## config.mk

```make
export PLATFORM = sky130hd
export DESIGN_NAME = bj_key_command_decoder_flat
export DESIGN_NICKNAME = d
export VERILOG_FILES = /design/src/rtl/bj_key_command_decoder_if.sv /design/src/rtl/bj_key_command_decoder.sv /design/src/flat_wrapper.sv
export SDC_FILE = /design/constraint.sdc
export NUM_CORES = 1
export LEC_CHECK = 0
export CAP_MARGIN = 20
export CORE_MARGIN = 1
export CORE_UTILIZATION = 35
export CTS_CLUSTER_SIZE = 20
export DETAILED_ROUTE_END_ITERATION = 10
export SKIP_CTS_REPAIR_TIMING = 1
export SYNTH_ARGS = -nofsm -noshare
export SYNTH_HDL_FRONTEND = slang
export SYNTH_SLANG_ARGS = --single-unit
export TNS_END_PERCENT = 100
```

## constraint.sdc

```tcl
create_clock -name CLOCK_50 -period 1.8 [get_ports CLOCK_50]
set_input_delay 0.36 -clock CLOCK_50 [delete_from_list [all_inputs] [get_ports CLOCK_50]]
set_output_delay 0.36 -clock CLOCK_50 [all_outputs]
set_load 0.005 [all_outputs]
```

## src/rtl/bj_key_command_decoder_if.sv

```systemverilog
// Command channel between the key decoder (master) and the blackjack game FSM (slave).
// A token transfers on every rising clock edge where cmd_valid and cmd_ready are both 1.
// While cmd_valid is high and cmd_ready is low, cmd is held stable.
// cmd_ready may be asserted or removed at any time; it has no effect while cmd_valid is 0.
interface bj_key_command_decoder_if;
    logic       cmd_valid;
    logic       cmd_ready;
    logic [1:0] cmd;

    modport master (output cmd_valid, output cmd, input cmd_ready);
    modport slave  (input cmd_valid, input cmd, output cmd_ready);
endinterface

```

## src/rtl/bj_key_command_decoder.sv

```systemverilog
// Turns raw push-buttons into debounced deal/stand/hit tokens on a valid/ready channel.
// Each accepted level rise gives exactly one token; lost presses are flagged in a sticky overrun bit.
module bj_key_command_decoder #(
    parameter int DEBOUNCE_CYCLES = 16,
    parameter int CNT_W           = 20,
    parameter bit KEY_ACTIVE_LOW  = 1'b0
) (
    input  logic                            CLOCK_50,
    input  logic                            resetn,
    input  logic [2:0]                      key_raw,
    input  logic                            clr_overrun,
    bj_key_command_decoder_if.master        cmd_if,
    output logic [2:0]                      key_level,
    output logic                            overrun
);

    localparam logic [CNT_W-1:0] CNT_LAST = CNT_W'(DEBOUNCE_CYCLES - 1);

    localparam logic [1:0] CODE_DEAL  = 2'b01;
    localparam logic [1:0] CODE_HIT   = 2'b10;
    localparam logic [1:0] CODE_STAND = 2'b11;

    logic [2:0]       p_raw;
    logic [2:0]       sync1;
    logic [2:0]       sync2;
    logic [2:0]       level_d;
    logic [2:0]       press;
    logic [CNT_W-1:0] cnt [3];

    logic             valid_q;
    logic [1:0]       cmd_q;
    logic             cand_valid;
    logic [1:0]       cand_code;
    logic             multi;
    logic             accept;
    logic             drop;

    assign p_raw = key_raw ^ {3{KEY_ACTIVE_LOW}};

    always_ff @(posedge CLOCK_50 or negedge resetn) begin
        if (!resetn) begin
            sync1   <= '0;
            sync2   <= '0;
            level_d <= '0;
        end else begin
            sync1   <= p_raw;
            sync2   <= sync1;
            level_d <= key_level;
        end
    end

    // A level change is accepted only after DEBOUNCE_CYCLES consecutive disagreeing samples.
    always_ff @(posedge CLOCK_50 or negedge resetn) begin
        if (!resetn) begin
            for (int k = 0; k < 3; k++) begin
                cnt[k] <= '0;
            end
            key_level <= '0;
        end else begin
            for (int k = 0; k < 3; k++) begin
                if (sync2[k] == key_level[k]) begin
                    cnt[k] <= '0;
                end else if (cnt[k] == CNT_LAST) begin
                    cnt[k]       <= '0;
                    key_level[k] <= ~key_level[k];
                end else begin
                    cnt[k] <= cnt[k] + 1'b1;
                end
            end
        end
    end

    assign press = key_level & ~level_d;

    // Deal beats stand beats hit; every losing event of the same cycle is a drop.
    always_comb begin
        cand_valid = |press;
        cand_code  = 2'b00;
        if (press[0]) begin
            cand_code = CODE_DEAL;
        end else if (press[1]) begin
            cand_code = CODE_STAND;
        end else if (press[2]) begin
            cand_code = CODE_HIT;
        end
        multi  = (press[0] & (press[1] | press[2])) | (press[1] & press[2]);
        accept = valid_q & cmd_if.cmd_ready;
        drop   = multi | (cand_valid & valid_q & ~accept);
    end

    always_ff @(posedge CLOCK_50 or negedge resetn) begin
        if (!resetn) begin
            valid_q <= 1'b0;
            cmd_q   <= 2'b00;
            overrun <= 1'b0;
        end else begin
            if (cand_valid && (!valid_q || accept)) begin
                valid_q <= 1'b1;
                cmd_q   <= cand_code;
            end else if (accept) begin
                valid_q <= 1'b0;
                cmd_q   <= 2'b00;
            end
            if (drop) begin
                overrun <= 1'b1;
            end else if (clr_overrun) begin
                overrun <= 1'b0;
            end
        end
    end

    assign cmd_if.cmd_valid = valid_q;
    assign cmd_if.cmd       = cmd_q;

endmodule

```

## src/flat_wrapper.sv

```systemverilog
// flat-port wrapper written by rule: the top's interface ports become plain ports
module bj_key_command_decoder_flat 
#(
    parameter int DEBOUNCE_CYCLES = 16,
    parameter int CNT_W           = 20,
    parameter bit KEY_ACTIVE_LOW  = 1'b0
)
  (CLOCK_50, resetn, key_raw, clr_overrun, key_level, overrun, cmd_if_cmd_valid, cmd_if_cmd, cmd_if_cmd_ready);
  bj_key_command_decoder_if cmd_if_i ();
  input  logic CLOCK_50;
  input  logic resetn;
  input  logic [2:0] key_raw;
  input  logic clr_overrun;
  output logic [2:0] key_level;
  output logic overrun;
  output wire logic [$bits(cmd_if_i.cmd_valid)-1:0] cmd_if_cmd_valid;
  output wire logic [$bits(cmd_if_i.cmd)-1:0] cmd_if_cmd;
  input wire logic [$bits(cmd_if_i.cmd_ready)-1:0] cmd_if_cmd_ready;
  assign cmd_if_cmd_valid = cmd_if_i.cmd_valid;
  assign cmd_if_cmd = cmd_if_i.cmd;
  assign cmd_if_i.cmd_ready = cmd_if_cmd_ready;
  bj_key_command_decoder #(.DEBOUNCE_CYCLES(DEBOUNCE_CYCLES), .CNT_W(CNT_W), .KEY_ACTIVE_LOW(KEY_ACTIVE_LOW)) u_core (.CLOCK_50(CLOCK_50), .resetn(resetn), .key_raw(key_raw), .clr_overrun(clr_overrun), .cmd_if(cmd_if_i), .key_level(key_level), .overrun(overrun));
endmodule
```

==> impl_metrics.csv <==
group,metric,value,unit
global_route,grt_first_pass_wirelength,13040,um
run,maxCapViolCount,0,
floorplanning,dieArea,10720,sq um
critical_path,cp-start-kind,"flip-flop",
global_route,grt-ovfl-total,0,
synth,synth_edf_count,0,
synth,synthFlopType,"dfrtp_1",
cells_and_area,area_growth,22.29,%
sta,fin_skew,0.01074,ns
drt,routed_via_density,5.065,
synth,syn_avg_cell_area,10.03,sq um
sta,timing.final.max_slew_violations,0,
synth,synth_warnings,0,
placement,io_buffers,13,
critical_path,cp_cell_sequence,"or4_4, or4_4, mux2_4",
clock_network,cts_root_buf,"clkbuf_8",
clock_network,clkSinkCount,76,
floorplanning,die_y,103.6,um
power,swShare,21.95,%
sta,max_freq,0.5295,GHz
drt,ant_nets,0,
cells_and_area,fin_util,44.75,%
sta,fin_crit_sh,104.9,%
cells_and_area,diodes,0,
drt,wire_per_inst,13.36,um
clock_network,cts_tree,"built",
sta,rsz0062_at_grt,"yes",
drt,drc,0,
sta,worst_slew_pin_slew,0.5663,ns
synth,ys_ff_latch,76,
critical_path,cp_slowest_stage_delay,0.56,ns
drt,num_vias,2816,
synth,syn_inst,360,
sta,post-route-min-period,1.889,ns
critical_path,worstSetupEndpointType,"flip-flop",
synth,synth_area,3610,sq um
placement,place_ws,-0.1348,ns
synth,syn-num-nets,370,
clock_network,path_clk_slew,0.08,ns
power,pwr-share-seq,53.1,%
synth,async_flop_share,100.0,%
outcome,status,"complete, but fails checks",
floorplanning,die_w,103.6,um
sta,setup_viol,2,
power,clock_power_share,42.6,%
cells_and_area,fillers,938,
floorplanning,fp-row-count,36,
global_route,antenna_found_initial,0,
floorplanning,start_util,36.59,%
critical_path,critPathKind,"reg2reg",
floorplanning,boundaryPins,14,
placement,routabilityCongestion,0.7756,
worst_hold_path,holdCritPathClass,"in2async",
cells_and_area,drive_above_1_share,17.26,%
critical_path,critical_path_required,2.03,ns
cells_and_area,nets,428,
critical_path,ff2ff_path_depth,3,
drt,drt_iter0_drc,128,
outcome,violations,"setup timing",
sta,maxSlewHeadroom,62.25,%
synth,synthDistinctLibCells,36,
critical_path,critPathMaxFanout,2,
power,p_sw,0.0007270,W
clock_network,htreeDepth,3,
power,p_leak,1.884,nW
sta,hold_violations,0,
critical_path,arrival,2.12,ns
power,p_per_area,750.2,nW/um^2
global_route,grtUsageTotal,15.13,%
synth,seq_area_frac_synth,52.69,%
clock_network,cts_buffer_depth,2,
critical_path,slowest_stage,"or4_4",
clock_network,clk_latency,0.35,ns
drt,routed_wl,7429,um
sta,finalWorstSetupSlack,-0.08866,ns
global_route,first_global_vias,2709,
critical_path,cpMostUsedCell,"or4_4",
drt,first_pass_iters,4,
placement,hpwl,5211,um
power,vdd_ir_drop_max,0.3231,mV
clock_network,cts_inserted_buffers,9,
global_route,grt_max_degree,43,
power,p_int,0.002584,W
power,power_frac_comb,4.2,%
floorplanning,coreArea,9864,sq um
==> logic make-up after synthesis <==
kind of cell,synth area share [%]
simple gates,26.24
flops,52.69
xor+xnor,10.19
compound gates,6.621
buf+inv,1.906
fa+ha+maj,1.317
mux,1.040
==> layer usage <==
metal | wire length (um) | vias up | global-route usage [%]
met3 | 187 | 11 | 3.461
met2 | 3366 | 38 | 23.30
met5 | 0 | - | 0
met4 | 109 | 0 | 5.590
li1 | - | 1391 | -
met1 | 3765 | 1376 | 20.76
==> final timing paths <==
| path | startpoint | end | slack [ns] |
|---|---|---|---|
| setup / recovery | u_core.cnt[10] | u_core.key_level[2] | -0.09 |
| hold / removal | resetn | u_core.cnt[56] | 0.008 |
| max in group asynchronous | resetn | u_core.cnt[38] | 1.20 |
| hold reg to reg | u_core.sync1[1] | u_core.sync2[1] | 0.35 |
| setup reg to reg | u_core.cnt[10] | u_core.key_level[2] | -0.09 |
| min in group CLOCK_50 | u_core.sync1[1] | u_core.sync2[1] | 0.35 |
==> stage by stage <==
step                      hold slack [ns]  total power [W]  instance area, sq um  setup TNS, ns  std cells
after floorplan                   0.06441         0.001843                  3610       -0.09357        360
after global placement             0.3331         0.001933                  4146        -0.1604        536
after detailed placement           0.3385         0.001937                  4146        -0.1893        536
after CTS                        0.007198         0.003352                  4368        -0.2640        552
after global routing              0.02691         0.003451                  4414         -1.092        556
final                            0.007794         0.003311                  4414       -0.09063        556
==> power groups by stage <==
stage | clock, W | combinational [W] | sequential, W
5_1_grt | 0.00152 | 0.000162 | 0.00176
4_1_cts | 0.00145 | 0.000144 | 0.00176
3_5_place_dp | 0 | 0.000144 | 0.00179
2_1_floorplan | 0 | 0.0000547 | 0.00179
3_3_place_gp | 0 | 0.000141 | 0.00179
6_report | 0.00141 | 0.000140 | 0.00176
==> cell usage after synthesis, types with 2 or more instances <==
| library cell | number | area, sq um |
|---|---|---|
| clkbuf_1 | 4 | 15.01 |
| mux2_2 | 2 | 22.52 |
| or4_4 | 4 | 45.04 |
| nand4_1 | 16 | 100.1 |
| dfrtp_1 | 76 | 1902 |
| xnor2_1 | 21 | 183.9 |
| xor2_1 | 21 | 183.9 |
| a211oi_1 | 2 | 15.01 |
| a21oi_1 | 14 | 70.07 |
| inv_1 | 11 | 41.29 |
| nor4_1 | 19 | 118.9 |
| nor2_1 | 51 | 191.4 |
| nand3_1 | 20 | 100.1 |
| and2_1 | 3 | 18.77 |
| nand2_1 | 22 | 82.58 |
| and4_1 | 6 | 52.55 |
| or3_1 | 16 | 100.1 |
| nor3_1 | 5 | 25.02 |
| o21ai_0 | 20 | 100.1 |
| or2_2 | 3 | 18.77 |
| nor2b_1 | 4 | 25.02 |
| and3_1 | 4 | 25.02 |
| ha_1 | 3 | 37.54 |
==> cells in the final DEF, fill, tap and decap left out, types with 2 or more instances in the layout <==
master            n
or2_2             3
a21oi_1          14
o21ai_0          19
nor2_1           51
and3_1            4
ha_1              3
o21ai_1           2
or4_4             4
and4_1            6
clkdlybuf4s50_1  12
nand3_1          20
clkbuf_8         13
and2_1            3
inv_1            11
dfrtp_1          75
a211oi_1          2
mux2_2            2
xor2_1           21
nor3_1            5
nor2b_1           4
xnor2_1          21
nor4_1           18
or3_1            15
buf_4            40
nand2_1          22
nand4_1          16
==> state kept, by name (all words and copies together) (netlist names) <==
signal                   cells
u_core.key_level             3
u_core.sync1                 3
u_core.cnt                  60
u_core.sync2                 3
u_core.cmd_if.cmd_valid      1
u_core.overrun               1
u_core.cmd_if.cmd            2
u_core.level_d               3
==> worst max-delay path: cells and delay by family (launching register included) <==
family	cells	cell delay, ns
muxes	1	0.30
and+or+nand+nor	2	1.10
DFF	1	0.38
==> area by class of cell <==
cell class,instances,area [sq um],share of cell area [%]
sequential,76,1903,43.11
multi-input combinational,267,1650,37.39
timing repair buffer,53,431.7,9.779
clock buffer,13,178.9,4.053
tap,133,166.4,3.770
clock inverter,3,42.54,0.9637
inverter,11,41.29,0.9354
Power figures use the tool's default switching activity.
